`src/rtl/morra_game_ctrl.sv`:
```
// Sequencing controller for the morra cinese datapath: setup/evaluate/end strobes,
// round and win bookkeeping against a limit latched at setup, and game-end detection.
module morra_game_ctrl #(
  parameter int BASE_MANCHE = 4,
  parameter int CNT_W       = 5,
  parameter int TIMEOUT     = 16
) (
  input  logic             clk,
  input  logic             rst,
  input  logic             INIZIO,
  input  logic [1:0]       PRIMO,
  input  logic [1:0]       SECONDO,
  input  logic [1:0]       MANCHE_IN,
  input  logic [1:0]       PARTITA_IN,
  output logic             INIZIO_SETUP,
  output logic             INIZIO_CONTO,
  output logic             FINE_CONTO,
  output logic [1:0]       STATO,
  output logic [CNT_W-1:0] N_MANCHE,
  output logic [1:0]       PARTITA
);

  localparam int TW = (TIMEOUT > 0) ? $clog2(TIMEOUT + 1) : 1;

  typedef enum logic [1:0] {
    S_IDLE  = 2'b00,
    S_SETUP = 2'b01,
    S_GIOCO = 2'b10,
    S_FINE  = 2'b11
  } state_t;

  state_t           state, next_state;
  logic             vld_p1;
  logic [CNT_W-1:0] n_manche, w1, w2, limit;
  logic [TW-1:0]    to_cnt;
  logic [1:0]       partita;
  logic             setup_q, conto_q, fine_q;

  logic [CNT_W-1:0] n_upd, w1_upd, w2_upd;
  logic [TW-1:0]    to_upd;
  logic [1:0]       res_nxt;

  function automatic logic [CNT_W-1:0] sat_inc_cnt(input logic [CNT_W-1:0] x);
    return (x == {CNT_W{1'b1}}) ? x : x + CNT_W'(1);
  endfunction

  function automatic logic [TW-1:0] sat_inc_to(input logic [TW-1:0] x);
    return (x == {TW{1'b1}}) ? x : x + TW'(1);
  endfunction

  function automatic logic [1:0] score_result(input logic [CNT_W-1:0] a,
                                              input logic [CNT_W-1:0] b);
    if (a > b)      return 2'b01;
    else if (b > a) return 2'b10;
    else            return 2'b11;
  endfunction

  // Round accounting: MANCHE_IN is only trusted when vld_p1 is set, i.e. from the
  // second GIOCO cycle on, matching the datapath's one-cycle result latency.
  always_comb begin
    n_upd   = n_manche;
    w1_upd  = w1;
    w2_upd  = w2;
    to_upd  = to_cnt;
    if (state == S_GIOCO && vld_p1) begin
      case (MANCHE_IN)
        2'b01: begin
          n_upd  = sat_inc_cnt(n_manche);
          w1_upd = sat_inc_cnt(w1);
          to_upd = '0;
        end
        2'b10: begin
          n_upd  = sat_inc_cnt(n_manche);
          w2_upd = sat_inc_cnt(w2);
          to_upd = '0;
        end
        2'b11: begin
          n_upd  = sat_inc_cnt(n_manche);
          to_upd = '0;
        end
        default: to_upd = sat_inc_to(to_cnt);
      endcase
    end
  end

  always_comb begin
    next_state = state;
    res_nxt    = partita;
    case (state)
      S_IDLE:  if (INIZIO) next_state = S_SETUP;
      S_SETUP: next_state = S_GIOCO;
      S_GIOCO: begin
        if (INIZIO) begin
          next_state = S_SETUP;
        end else if (vld_p1) begin
          if (PARTITA_IN != 2'b00) begin
            next_state = S_FINE;
            res_nxt    = PARTITA_IN;
          end else if (n_upd == limit) begin
            next_state = S_FINE;
            res_nxt    = score_result(w1_upd, w2_upd);
          end else if (TIMEOUT != 0 && to_upd == TW'(TIMEOUT)) begin
            next_state = S_FINE;
            res_nxt    = 2'b11;
          end
        end
      end
      S_FINE:  if (INIZIO) next_state = S_SETUP;
      default: next_state = S_IDLE;
    endcase
  end

  // State, strobes and counters; strobes are decoded from next_state so they line up
  // with STATO and at most one can be high.
  always_ff @(posedge clk) begin
    if (rst) begin
      state    <= S_IDLE;
      vld_p1   <= 1'b0;
      setup_q  <= 1'b0;
      conto_q  <= 1'b0;
      fine_q   <= 1'b0;
      n_manche <= '0;
      w1       <= '0;
      w2       <= '0;
      limit    <= CNT_W'(BASE_MANCHE);
      to_cnt   <= '0;
      partita  <= 2'b00;
    end else begin
      state   <= next_state;
      vld_p1  <= (state == S_GIOCO) && (next_state == S_GIOCO);
      setup_q <= (next_state == S_SETUP);
      conto_q <= (next_state == S_GIOCO);
      fine_q  <= (next_state == S_FINE) && (state != S_FINE);
      if (next_state == S_SETUP) begin
        limit    <= CNT_W'(BASE_MANCHE) + CNT_W'({PRIMO, SECONDO});
        n_manche <= '0;
        w1       <= '0;
        w2       <= '0;
        to_cnt   <= '0;
        partita  <= 2'b00;
      end else if (state == S_GIOCO) begin
        n_manche <= n_upd;
        w1       <= w1_upd;
        w2       <= w2_upd;
        to_cnt   <= to_upd;
        partita  <= res_nxt;
      end
    end
  end

  assign STATO        = state;
  assign INIZIO_SETUP = setup_q;
  assign INIZIO_CONTO = conto_q;
  assign FINE_CONTO   = fine_q;
  assign N_MANCHE     = n_manche;
  assign PARTITA      = partita;

endmodule

```
`config.mk`:
```
export PLATFORM = sky130hd
export DESIGN_NAME = morra_game_ctrl
export DESIGN_NICKNAME = d
export VERILOG_FILES = /design/src/rtl/morra_game_ctrl.sv
export SDC_FILE = /design/constraint.sdc
export NUM_CORES = 1
export LEC_CHECK = 0
export ABC_AREA = 1
export ABC_CLOCK_PERIOD_IN_PS = 3700
export BUFFER_PORTS_ARGS = -buffer_cell sky130_fd_sc_hd__buf_2
export CORE_MARGIN = 1
export CORE_UTILIZATION = 50
export CTS_CLUSTER_SIZE = 30
export DETAILED_ROUTE_END_ITERATION = 12
export MAX_ROUTING_LAYER = met4
export PLACE_DENSITY = 0.74
export SLEW_MARGIN = 15
export SYNTH_ARGS = -nofsm -noshare
export SYNTH_HDL_FRONTEND = slang
export SYNTH_SLANG_ARGS = --single-unit
export TNS_END_PERCENT = 10
```
`constraint.sdc`:
```
create_clock -name clk -period 3.7 [get_ports clk]
set_input_delay 0.185 -clock clk [delete_from_list [all_inputs] [get_ports clk]]
set_output_delay 0.185 -clock clk [all_outputs]
set_load 0.01 [all_outputs]
```
Word-level counts from Yosys, hierarchy flattened
Index checks and enable logic that the tools add are counted.

word-level totals
  word-level logic and storage cells = 69
  latch bits = 0
  bits in read-only memories = 0
  memories kept = 0
  output and inout bits = 12
  bits in writable memories = 0
  register bits after elaboration = 33
  bits of input ports = 11

cells by class
  multiplexer cells = 24
  bitwise operators = 1
  add/subtract/negate cells = 5
  reduce and logical (&&, ||, !) cells = 10
  shifts and indexed selects = 0
  $mul = 0
  div/mod/pow operators = 0
  order comparisons = 2
  equality and inequality tests = 16

operator list
  cell                 number
  $mux 5               12
  $eq 5x5->1 const B   5
  $add 5x1->5 const B  4
  $mux 2               10
  $eq 2x2->1 const B   6
  $gt 5x5->1           2
  $eq 2x1->1 const B   3
  $pmux 2 s3           1
  $add 3x4->5 const A  1
  $eq 5x5->1           1
  $reduce_and 4->1     1
  $reduce_or 2->1      2
  $logic_and 1x1->1    3
  $reduce_bool 3->1    1
  $reduce_or 3->1      1
  $logic_not 2->1      1
  $ne 2x2->1 const B   1
  $reduce_bool 2->1    1
  $mux 1               1
  $not 1->1            1

Depth between registers and ports, before layout
Gate-level depths: netlist of run 1.

  word-level depth = 13
  depth in mapped cells = 21
  gate-level depth less buffers = 20

Worst setup path after synthesis of run 1
OpenSTA, ideal clock, no wires.

  path type = register to register
  start point = register state[0], in the netlist STATO[0]
  end point = register partita[0], in the netlist PARTITA[0]
  data arrival time = 2704 ps
  setup slack = 887 ps
  period minus slack after synthesis = 2813 ps
  stages on the path, launching flop included = 21
  buffers on the path = 0
  cells stage by stage = dfxtp_1 > inv_1 > ha_1 > nand2_2 > clkinv_1 > nand3_1 > inv_1 > nand4_1 > xor2_1 > a31oi_1 > inv_1 > ha_1 > nand4_1 > o221a_2 > o21bai_1 > o21ai_0 > nand2_1 > nand2_1 > nand2_1 > nand2_1 > inv_1

on the way
  elaborated cells on any way between the ends = 29

RTL lines
  element                   RTL line  RTL
  start: declaration        32        state_t state, next_state;
  start signal: assignment  129       state <= next_state;
  $eq 2x2->1 *              65        if (state == S_GIOCO && vld_p1) begin
  $logic_and 1x1->1 *       65
  $mux 5 *                  65
  named net w2_upd[3]       39        logic [CNT_W-1:0] n_upd, w1_upd, w2_upd;
  $gt 5x5->1                54        else if (b > a) return 2'b10;
  $mux 1                    54
  $mux 2 *                  53        if (a > b) return 2'b01;
  $mux 2 *                  99        end else if (n_upd == limit) begin
  $mux 2 *                  96        if (PARTITA_IN != 2'b00) begin
  end signal: assignment    146       partita <= res_nxt;
  end: declaration          36        logic [1:0] partita;

The timed path passes the listed nets; every way through them passes the cells marked *.
A chain may end at the register's enable or synchronous reset.

Worst setup path after layout of run 1
Ends and elaborated chain as after synthesis.

==> metrics, run 1 <==
core area 3740 um^2; max cap viols 0; Setup Viol. Count Final 0; total via count in the routed design 1728; Hold Fails Final Rpt 0; cell count after placement 349; pin count of the biggest net entering global routing 21; total of flip-flops plus latches after synthesis 33; share of the clock period used by the worst path 84.0%; number of antenna-violating nets in the routed design 0; critical path endpoint category flip-flop; routed via count divided by cell count between 4 and 5; post-route clock skew 0.0108 ns; number of distinct library cell variants in the gate-level netlist after synthesis 28; number of antenna violations at the first check in global routing 0; area growth from synthesis to layout 11.9%; fillers 361; Max Clk Rate 322 MHz; number of buffers added for setup after CTS 0; highest ir drop seen on vdd 246 uV; total CTS buffers 5; GR Util All Layers 20.6%; Placement Rows 22; TritonCTS clock tree done; Routed wire per std cell ~11 um; library cell with the highest instance count after synthesis sky130_fd_sc_hd__nand2_1; DRT iter0 DRCs 81; die height 65.2 um; non-filler instance count after layout 357; kind of start point of the critical path flip-flop; outcome complete, no violations; biggest area consumer among synthesized cells sky130_fd_sc_hd__dfxtp_1; initial core utilization 53.3%; count of antenna diodes in the layout 0; time the final worst path needs with I/O delays and setup 3.11 ns; router iterations before antenna repair 4; fraction of the yosys area taken by sequential cells 33.1%; cell area after synthesis 1990 um^2; setup repair after global routing missed its margin no; Skew-Pair Late Insertion Delay 0.29 ns; clock slew at reported path FFs 0.07 ns; buffers from clock root to sink, at most 2; synthesized area per cell between 7 and 8 um^2; placement-stage cell area 2130 um^2; category of the most critical setup path reg2reg; leftover overflow at the end of global routing 0; share of cells above drive strength 1 23.0%; leading register cell type out of synthesis sky130_fd_sc_hd__dfxtp_1; peak fanout along the critical path 9; net count reported at finish about 330; io pins 23; final WL 3820 um; commonest cells in the netlist sky130_fd_sc_hd__nand2_1 (66), sky130_fd_sc_hd__inv_1 (48), sky130_fd_sc_hd__dfxtp_1 (33); Buffers on Ports 22; required time at the endpoint of the critical path ~3.9 ns; number of H-tree levels 2; post-CTS sizing 0; clock root buffer master sky130_fd_sc_hd__clkbuf_8; wire length of the first global-routing pass between 6000 and 7000 um; floorplan die width 65.2 um; slew margin rel. approximately 60%; dpl hpwl 2950 um; post-synthesis net count 306; leak pwr 1.13 nW; synthesized instance count 282; top-area cell type share of the netlist area 33.1%; Tot Pwr 0.774 mW; Post-synth EDFFs 0; fin area 2230 um^2; Post-route DRC 0; Hold WC Path Type in2reg; die footprint 4250 um^2; Hold Buf Count CTS 0; Syn. warnings 0; vias in the first global route between 1500 and 2000; Clock Sink Count 33; setup total negative slack 0 ns; share of synthesized registers carrying an async set or reset 0%; Final Max Tran Viols 0; slew of the pin with the lowest slew margin approximately 0.57 ns; power density normalized to cell area 347 nW/um^2; arrival time of the worst setup path 3.30 ns; cells taking the most area after synthesis sky130_fd_sc_hd__dfxtp_1 (33%), sky130_fd_sc_hd__nand2_1 (12%), sky130_fd_sc_hd__inv_1 (9.0%); final estimated routing congestion in global placement 0.843
-- final cells by class --
class | count | area, um^2 | share of cell area (%)
multi-input cells | 195 | 1110 | 49.6
flip-flops and latches | 33 | 661 | 29.6
inverters | 51 | 194 | 8.69
repair buffers | 22 | 110 | 4.93
clock buffers | 7 | 96.3 | 4.32
well taps | 48 | 60.1 | 2.69
clock inverters | 1 | 5.00 | 0.224
-- worst max-delay path: stages, from the launching register on --
cell and delay, ns:
sky130_fd_sc_hd__dfxtp_1 0.39, sky130_fd_sc_hd__inv_1 0.06, sky130_fd_sc_hd__ha_1 0.25, sky130_fd_sc_hd__nand2_2 0.11
sky130_fd_sc_hd__clkinv_1 0.26, sky130_fd_sc_hd__nand3_1 0.17, sky130_fd_sc_hd__inv_1 0.10, sky130_fd_sc_hd__nand4_1 0.09
sky130_fd_sc_hd__xor2_1 0.08, sky130_fd_sc_hd__a31oi_1 0.22, sky130_fd_sc_hd__inv_1 0.07, sky130_fd_sc_hd__ha_1 0.29
sky130_fd_sc_hd__nand4_1 0.10, sky130_fd_sc_hd__o221a_2 0.26, sky130_fd_sc_hd__o21bai_1 0.15, sky130_fd_sc_hd__o21ai_0 0.14
sky130_fd_sc_hd__nand2_1 0.07, sky130_fd_sc_hd__nand2_1 0.05, sky130_fd_sc_hd__nand2_1 0.04, sky130_fd_sc_hd__nand2_1 0.05
sky130_fd_sc_hd__inv_1 0.03
-- stage by stage --
step	worst slack [ns]	util [%]	hold slack [ns]
finish	0.592	59.6	0.0620
global route	0.222	59.6	0.0706
CTS	0.571	59.6	0.0559
detailed placement	0.587	56.9	0.361
global placement	0.749	56.9	0.357
floorplan	0.887	-	0.257
-- flip-flops by register name, indices dropped and copies added, names as in the netlist --
name	count
FINE_CONTO	1
INIZIO_CONTO	1
INIZIO_SETUP	1
N_MANCHE	5
PARTITA	2
STATO	2
limit	5
to_cnt	5
vld_p1	1
w1	5
w2	5
-- power by group --
group          internal [mW]  switching, mW
clock                  0.168          0.138
combinational         0.0299         0.0655
sequential             0.365        0.00761
total                  0.563          0.211
-- metal layers --
| metal | up-vias | routed length (um) | GRT usage [%] |
|---|---|---|---|
| li1 | 944 | - | - |
| met1 | 754 | 1830 | 24.0 |
| met2 | 23 | 1790 | 34.4 |
| met3 | 7 | 143 | 5.90 |
| met4 | 0 | 50 | 6.52 |
| met5 | - | 0 | - |
-- path summary, 6_finish.rpt --
check	from	endpoint	slack, ns	cells after the start
worst min-delay path	rst	INIZIO_SETUP$_SDFF_PP0_	0.06	2
worst max-delay path	STATO[0]$_SDFF_PP0_	PARTITA[0]$_SDFFE_PP0P_	0.59	20
worst max register to register	STATO[0]$_SDFF_PP0_	PARTITA[0]$_SDFFE_PP0P_	0.59	20
worst min register to register	limit[4]$_SDFFE_PP0N_	limit[4]$_SDFFE_PP0N_	0.47	2
-- layout by cell type, fill, tap and decap left out, types with 4 or more instances in the layout --
| master | netlist | layout |
|---|---|---|
| sky130_fd_sc_hd__o21ai_0 | 4 | 4 |
| sky130_fd_sc_hd__dfxtp_1 | 33 | 33 |
| sky130_fd_sc_hd__nand3_1 | 22 | 22 |
| sky130_fd_sc_hd__inv_1 | 48 | 48 |
| sky130_fd_sc_hd__nor2_2 | 23 | 23 |
| sky130_fd_sc_hd__ha_1 | 13 | 13 |
| sky130_fd_sc_hd__clkbuf_8 | 0 | 7 |
| sky130_fd_sc_hd__a21oi_1 | 9 | 9 |
| sky130_fd_sc_hd__nor2_1 | 18 | 18 |
| sky130_fd_sc_hd__buf_2 | 0 | 22 |
| sky130_fd_sc_hd__nand4_1 | 8 | 8 |
| sky130_fd_sc_hd__nand2_1 | 66 | 66 |
| sky130_fd_sc_hd__nand2_2 | 7 | 7 |
-- cell families after synthesis --
family / count (synthesis) / share of synthesized area [%]
buffers and inverters: 54 / 11.4
adder cells (fa/ha/maj): 13 / 8.16
XOR/XNOR: 4 / 1.76
flip-flops: 33 / 33.1
AND/OR/NAND/NOR: 156 / 38.8
AO/OA/AOI/OAI: 21 / 6.21
multiplexers: 1 / 0.502
No activity file was read; power rests on OpenSTA's default activity.
==> run 2, diff against run 1 <==
--- a/config.mk
+++ b/config.mk
@@ -6,7 +6,7 @@
 export NUM_CORES = 1
 export LEC_CHECK = 0
 export ABC_AREA = 1
-export ABC_CLOCK_PERIOD_IN_PS = 3700
+export ABC_CLOCK_PERIOD_IN_PS = 3120
 export BUFFER_PORTS_ARGS = -buffer_cell sky130_fd_sc_hd__buf_2
 export CORE_MARGIN = 1
 export CORE_UTILIZATION = 50
==> constraint.sdc (replaced) <==
create_clock -name clk -period 3.12 [get_ports clk]
set_input_delay 0.156 -clock clk [delete_from_list [all_inputs] [get_ports clk]]
set_output_delay 0.156 -clock clk [all_outputs]
set_load 0.01 [all_outputs]
==> run 2 against run 1 <==
- register-to-register slack lost 0.33 ns
- cell count increased by 0.28%
- non-clock buffer count increased by 2
- highest routed layer unchanged
- critical path type unchanged
- critical endpoint unchanged
==> metrics, run 2 (synthesis gave the netlist of run 1 again) <==
worst hold slack after final layout 0.0320 ns (was 0.0620 ns); max cap viols 0 (unchanged); number of antenna-violating nets in the routed design 0 (unchanged); combinational fraction of design power 13.1% (was 12.3%); Crit path depth 19 (was 20); Skew-Pair Late Insertion Delay 0.28 ns (was 0.29 ns); non-filler instance count after layout 358 (was 357); buffers and inverters on the worst path 4 (was 5); core area 3740 um^2 (unchanged); kind of start point of the critical path flip-flop (unchanged); share of the clock period used by the worst path 91.7% (was 84.0%); DRT iter0 DRCs 108 (was 81); vias in the first global route 1715 (was 1551); Hold Crit Depth 2 (unchanged); leftover overflow at the end of global routing 0 (unchanged); floorplan die width 65.2 um (unchanged); Hold Fails Final Rpt 0 (unchanged); placement-stage cell area 2150 um^2 (was 2130 um^2); clock slew at reported path FFs 0.06 ns (was 0.07 ns); Final Max Tran Viols 0 (unchanged); setup repair after global routing missed its margin no (unchanged); io pins 23 (unchanged); Crit path largest cell delay 0.41 ns (was 0.39 ns); slew margin rel. 61.4% (was 61.7%); arrival time of the worst setup path 3.04 ns (was 3.30 ns); peak fanout along the critical path 5 (was 9); dpl hpwl 3090 um (was 2950 um); number of H-tree levels 2 (unchanged); initial core utilization 53.3% (unchanged); Buffers on Ports 22 (unchanged); leading cell type in the layout, fill and taps excluded sky130_fd_sc_hd__nand2_1 (unchanged); die footprint 4250 um^2 (unchanged); die height 65.2 um (unchanged); Hold Buf Count CTS 0 (unchanged); Routed wire per std cell 11.4 um (was 10.7 um); required time at the endpoint of the critical path 3.30 ns (was 3.89 ns); clock root buffer master sky130_fd_sc_hd__clkbuf_8 (unchanged); cell chain of the critical path ha_2, nand2_2, clkinv_1, nand3_1, inv_1, nand4_1, xor2_1, a31oi_1, inv_1, ha_1, nand4_1, o221a_2, o21bai_1, o21ai_0, nand2_1, nand2_1, nand2_1, nand2_1, inv_1 (was inv_1, ha_1, nand2_2, clkinv_1, nand3_1, inv_1, nand4_1, xor2_1, a31oi_1, inv_1, ha_1, nand4_1, o221a_2, o21bai_1, o21ai_0, nand2_1, nand2_1, nand2_1, nand2_1, inv_1); count of antenna diodes in the layout 0 (unchanged); net count reported at finish 334 (was 332); CP delay by family, top compound AO/OA/AOI/OAI gates (unchanged); number of buffers added for setup after CTS 0 (unchanged); final estimated routing congestion in global placement 0.851 (was 0.843); length in cells of the worst reg-to-reg path 19 (was 20); router iterations before antenna repair 4 (unchanged); wire length of the first global-routing pass 7020 um (was 6550 um); fin area 2230 um^2 (about the same); Hold WC Path Type in2reg (unchanged); share of cells above drive strength 1 23.2% (was 23.0%); category of the most critical setup path reg2reg (unchanged); Clock Sink Count 33 (unchanged); cell repeated most along the worst path sky130_fd_sc_hd__nand2_1; Setup Viol. Count Final 0 (unchanged); relative contribution of the clock network to total power 36.8% (was 39.5%); Max Clk Rate 350 MHz (was 322 MHz); setup total negative slack 0 ns (unchanged); time the final worst path needs with I/O delays and setup 2.86 ns (was 3.11 ns); fraction of power consumed by sequential logic 50.1% (was 48.2%); critical path endpoint category flip-flop (unchanged); total CTS buffers 5 (unchanged); leak pwr 1.13 nW (about the same); Worst path slowest cell sky130_fd_sc_hd__dfxtp_1 (unchanged); buffers from clock root to sink, at most 2 (unchanged); outcome complete, no violations (unchanged); highest ir drop seen on vdd 267 uV (was 246 uV); TritonCTS clock tree done (unchanged); Power Internal 0.644 mW (was 0.563 mW); area growth from synthesis to layout 12.0% (was 11.9%); Switching Share 27.2% (about the same); post-route clock skew 0.00553 ns (was 0.0108 ns); power density normalized to cell area 396 nW/um^2 (was 347 nW/um^2); GR Util All Layers 22.3% (was 20.6%); slew of the pin with the lowest slew margin 0.579 ns (was 0.574 ns); post-CTS sizing 0 (unchanged); worst slack, placed 0.207 ns (was 0.587 ns); Tot Pwr 0.886 mW (was 0.774 mW); pin count of the biggest net entering global routing 21 (unchanged); routed via count divided by cell count 5.06 (was 4.84); Placement Rows 22 (unchanged); net switching power 0.241 mW (was 0.211 mW); final WL 4080 um (was 3820 um); number of antenna violations at the first check in global routing 0 (unchanged); total via count in the routed design 1813 (was 1728); cell count after placement 351 (was 349); most frequent cells in the layout sky130_fd_sc_hd__nand2_1 (66), sky130_fd_sc_hd__inv_1 (48), sky130_fd_sc_hd__dfxtp_1 (33), sky130_fd_sc_hd__nor2_2 (23) (unchanged); Post-route DRC 0 (unchanged); Final WS setup 0.260 ns (was 0.592 ns); post-layout util 59.7% (was 59.6%)
run 2: layout make-up:
type | instances | area (um^2)
inverter | 51 | 194
tap | 48 | 60.1
fill | 349 | 1510
multi-input combinational | 195 | 1110
timing repair buffer | 24 | 125
clock buffer | 7 | 86.3
sequential | 33 | 661
run 2: final timing paths:
path / start / to / slack (ns)
worst max-delay path: STATO[1]$_SDFF_PP0_ / PARTITA[0]$_SDFFE_PP0P_ / 0.26
worst min-delay path: rst / INIZIO_SETUP$_SDFF_PP0_ / 0.03
worst max register to register: STATO[1]$_SDFF_PP0_ / PARTITA[0]$_SDFFE_PP0P_ / 0.26
worst min register to register: limit[4]$_SDFFE_PP0N_ / limit[4]$_SDFFE_PP0N_ / 0.47
run 2: power by group through the flow:
stage / Combinational, mW / Clock (mW) / Sequential (mW)
2_1_floorplan: 0.0915 / 0 / 0.453
3_3_place_gp: 0.113 / 0 / 0.452
3_5_place_dp: 0.116 / 0 / 0.453
4_1_cts: 0.117 / 0.330 / 0.443
5_1_grt: 0.130 / 0.350 / 0.444
6_report: 0.116 / 0.326 / 0.444
run 2: metal layers:
layer / track usage (%) / vias up / wire length, um
met1: 23.0 / 833 / 1760
met4: 8.42 / 0 / 60
met2: 40.2 / 28 / 2090
met3: 6.08 / 6 / 175
met5: - / - / 0
li1: - / 946 / -
==> run 3, diff against run 2 <==
==> constraint.sdc (replaced) <==
create_clock -name clk -period 3.12 [get_ports clk]
set_input_delay 0.156 -clock clk [delete_from_list [all_inputs] [get_ports clk]]
set_output_delay 0.156 -clock clk [all_outputs]
set_load 0.1 [all_outputs]
==> run 3 against run 2 <==
- critical path depth did not move
- clock-buffer cell count decreased by 2
- total power is essentially flat
- first-iteration DRC count is 46% lower
- sequential power barely moved
- die area unchanged
- critical endpoint is now N_MANCHE[2]$_SDFFE_PP0N_
- register-to-register slack lost 0.02 ns
- core utilization decreased by 0.20 points
- combinational power grew 28%
- design area decreased by 0.34%
==> metrics, run 3 (synthesis gave the netlist of run 1 again) <==
router iterations before antenna repair 4 (unchanged); number of H-tree levels 2 (unchanged); required time at the endpoint of the critical path 3.29 ns (was 3.30 ns); power density normalized to cell area 398 nW/um^2 (was 396 nW/um^2); Crit path largest cell delay 0.48 ns (was 0.41 ns); outcome complete, no violations (unchanged); Clock Sink Count 33 (unchanged); share of the clock period used by the worst path 92.4% (was 91.7%); cell count after placement 350 (was 351); category of the most critical setup path reg2reg (unchanged); TritonCTS clock tree done (unchanged); combinational fraction of design power 16.8% (was 13.1%); Final Max Tran Viols 0 (unchanged); die height 65.2 um (unchanged); Buffers on Ports 22 (unchanged); number of antenna violations at the first check in global routing 0 (unchanged); CP delay by family, top simple AND/OR/NAND/NOR gates (was compound AO/OA/AOI/OAI gates); setup repair after global routing missed its margin no (unchanged); arrival time of the worst setup path 3.05 ns (was 3.04 ns); leftover overflow at the end of global routing 0 (unchanged); fraction of power consumed by sequential logic 50.0% (was 50.1%); Setup Viol. Count Final 0 (unchanged); length in cells of the worst reg-to-reg path 19 (unchanged); core area 3740 um^2 (unchanged); non-filler instance count after layout 358 (unchanged); footprint of the multi-input gates 1110 um^2 (about the same); final WL 3880 um (was 4080 um); buffers from clock root to sink, at most 2 (unchanged); Hold Crit Depth 2 (unchanged); setup total negative slack 0 ns (unchanged); Hold Fails Final Rpt 0 (unchanged); cell chain of the critical path inv_1, ha_1, nand2_2, nor2_2, nand2_1, nand3_1, nand2_1, inv_1, nand2_1, nor2_2, nand3_2, nand2_2, nand2_1, nand2_1, nand2_1, nand2_1, nand2_4, inv_4, nor2_1 (was ha_2, nand2_2, clkinv_1, nand3_1, inv_1, nand4_1, xor2_1, a31oi_1, inv_1, ha_1, nand4_1, o221a_2, o21bai_1, o21ai_0, nand2_1, nand2_1, nand2_1, nand2_1, inv_1); Post-route DRC 0 (unchanged); number of antenna-violating nets in the routed design 0 (unchanged); Sequential cell area 668 um^2 (was 661 um^2); DRT iter0 DRCs 58 (was 108); die footprint 4250 um^2 (unchanged); routed via count divided by cell count 4.90 (was 5.06); buffers and inverters on the worst path 3 (was 4); initial core utilization 53.3% (unchanged); peak fanout along the critical path 20 (was 5); relative contribution of the clock network to total power 33.2% (was 36.8%); wire length of the first global-routing pass 6620 um (was 7020 um); Tot Pwr 0.886 mW (about the same); Crit path depth 19 (unchanged); post-route clock skew 0.00846 ns (was 0.00553 ns); cell repeated most along the worst path sky130_fd_sc_hd__nand2_1 (unchanged); slew margin rel. 62.0% (was 61.4%); Skew-Pair Late Insertion Delay 0.28 ns (about the same); Routed wire per std cell 10.8 um (was 11.4 um); clock root buffer master sky130_fd_sc_hd__clkbuf_8 (unchanged); io pins 23 (unchanged); critical path endpoint category flip-flop (unchanged); final estimated routing congestion in global placement 0.808 (was 0.851); slew of the pin with the lowest slew margin 0.569 ns (was 0.579 ns); worst slack, placed 0.266 ns (was 0.207 ns); pin count of the biggest net entering global routing 21 (unchanged); total CTS buffers 5 (unchanged); most frequent cells in the layout sky130_fd_sc_hd__nand2_1 (66), sky130_fd_sc_hd__inv_1 (48), sky130_fd_sc_hd__dfxtp_1 (31), sky130_fd_sc_hd__nor2_2 (23) (was sky130_fd_sc_hd__nand2_1 (66), sky130_fd_sc_hd__inv_1 (48), sky130_fd_sc_hd__dfxtp_1 (33), sky130_fd_sc_hd__nor2_2 (23)); Worst path slowest cell sky130_fd_sc_hd__nor2_2 (was sky130_fd_sc_hd__dfxtp_1); Power Internal 0.619 mW (was 0.644 mW); floorplan die width 65.2 um (unchanged); total via count in the routed design 1755 (was 1813); highest ir drop seen on vdd 281 uV (was 267 uV); GR Util All Layers 21.0% (was 22.3%); Hold WC Path Type in2reg (unchanged); clock slew at reported path FFs 0.07 ns (was 0.06 ns); area growth from synthesis to layout 11.7% (was 12.0%); count of antenna diodes in the layout 0 (unchanged); Placement Rows 22 (unchanged); Final WS setup 0.238 ns (was 0.260 ns); fillers 376 (was 349); share of cells above drive strength 1 23.2% (unchanged); worst hold slack after final layout 0.0382 ns (was 0.0320 ns); number of buffers added for setup after CTS 0 (unchanged); Max Clk Rate 347 MHz (was 350 MHz); post-CTS sizing 0 (unchanged); dpl hpwl 3010 um (was 3090 um); net switching power 0.267 mW (was 0.241 mW); max cap viols 0 (unchanged); leading cell type in the layout, fill and taps excluded sky130_fd_sc_hd__nand2_1 (unchanged); Hold Buf Count CTS 0 (unchanged); leak pwr 1.13 nW (about the same); time the final worst path needs with I/O delays and setup 2.88 ns (was 2.86 ns); Switching Share 30.1% (was 27.2%); vias in the first global route 1586 (was 1715); kind of start point of the critical path flip-flop (unchanged); net count reported at finish 333 (was 334)
==> run 3: changes by cell type in the layout (fill, tap and decap cells not counted) <==
cell                       previous run  this run
sky130_fd_sc_hd__buf_4                2         1
sky130_fd_sc_hd__clkbuf_1             1         0
sky130_fd_sc_hd__clkbuf_8             6         5
sky130_fd_sc_hd__clkinv_1             1         3
sky130_fd_sc_hd__clkinv_2             0         1
sky130_fd_sc_hd__dfxtp_1             33        31
sky130_fd_sc_hd__dfxtp_4              0         2
sky130_fd_sc_hd__ha_1                12        13
sky130_fd_sc_hd__ha_2                 1         0
sky130_fd_sc_hd__o21ai_0              3         4
sky130_fd_sc_hd__o21ai_1              1         0
==> run 3: power groups by stage <==
| stage | clock network (mW) | registers (mW) | logic (mW) |
|---|---|---|---|
| CTS | 0.307 | 0.443 | 0.149 |
| floorplan | 0 | 0.485 | 0.0915 |
| detailed placement | 0 | 0.452 | 0.149 |
| global route | 0.329 | 0.444 | 0.163 |
| finish | 0.294 | 0.443 | 0.148 |
| global placement | 0 | 0.451 | 0.146 |
==> run 3: final timing paths <==
kind / from / endpoint / slack (ns)
max: STATO[0]$_SDFF_PP0_ / N_MANCHE[2]$_SDFFE_PP0N_ / 0.24
min: rst / INIZIO_SETUP$_SDFF_PP0_ / 0.04
max reg2reg: STATO[0]$_SDFF_PP0_ / N_MANCHE[2]$_SDFFE_PP0N_ / 0.24
min reg2reg: limit[1]$_SDFFE_PP0N_ / limit[1]$_SDFFE_PP0N_ / 0.47
==> run 3: layer usage <==
layer  share of wire (%)  vias to the layer above  GRT usage, %
met5                   0                        -             -
met4                 1.0                        0          5.98
met3                 3.6                        6          6.08
met2                  50                       26          36.5
met1                  46                      782          23.5
li1                    -                      941             -
==> run 3: cell type report <==
type / count / area share (%)
timing repair buffer: 23 / 5.28
clock inverter: 3 / 0.562
sequential: 33 / 30.0
inverter: 51 / 8.71
clock buffer: 5 / 3.09
multi-input combinational: 195 / 49.7
tap: 48 / 2.70
==> run 3: through the flow <==
step           util (%)  instance area [um^2]
4_1_cts            59.5                  2230
3_5_place_dp       57.3                  2150
2_1_floorplan         -                  2000
6_report           59.5                  2230
5_1_grt            59.5                  2230
3_3_place_gp       57.3                  2150
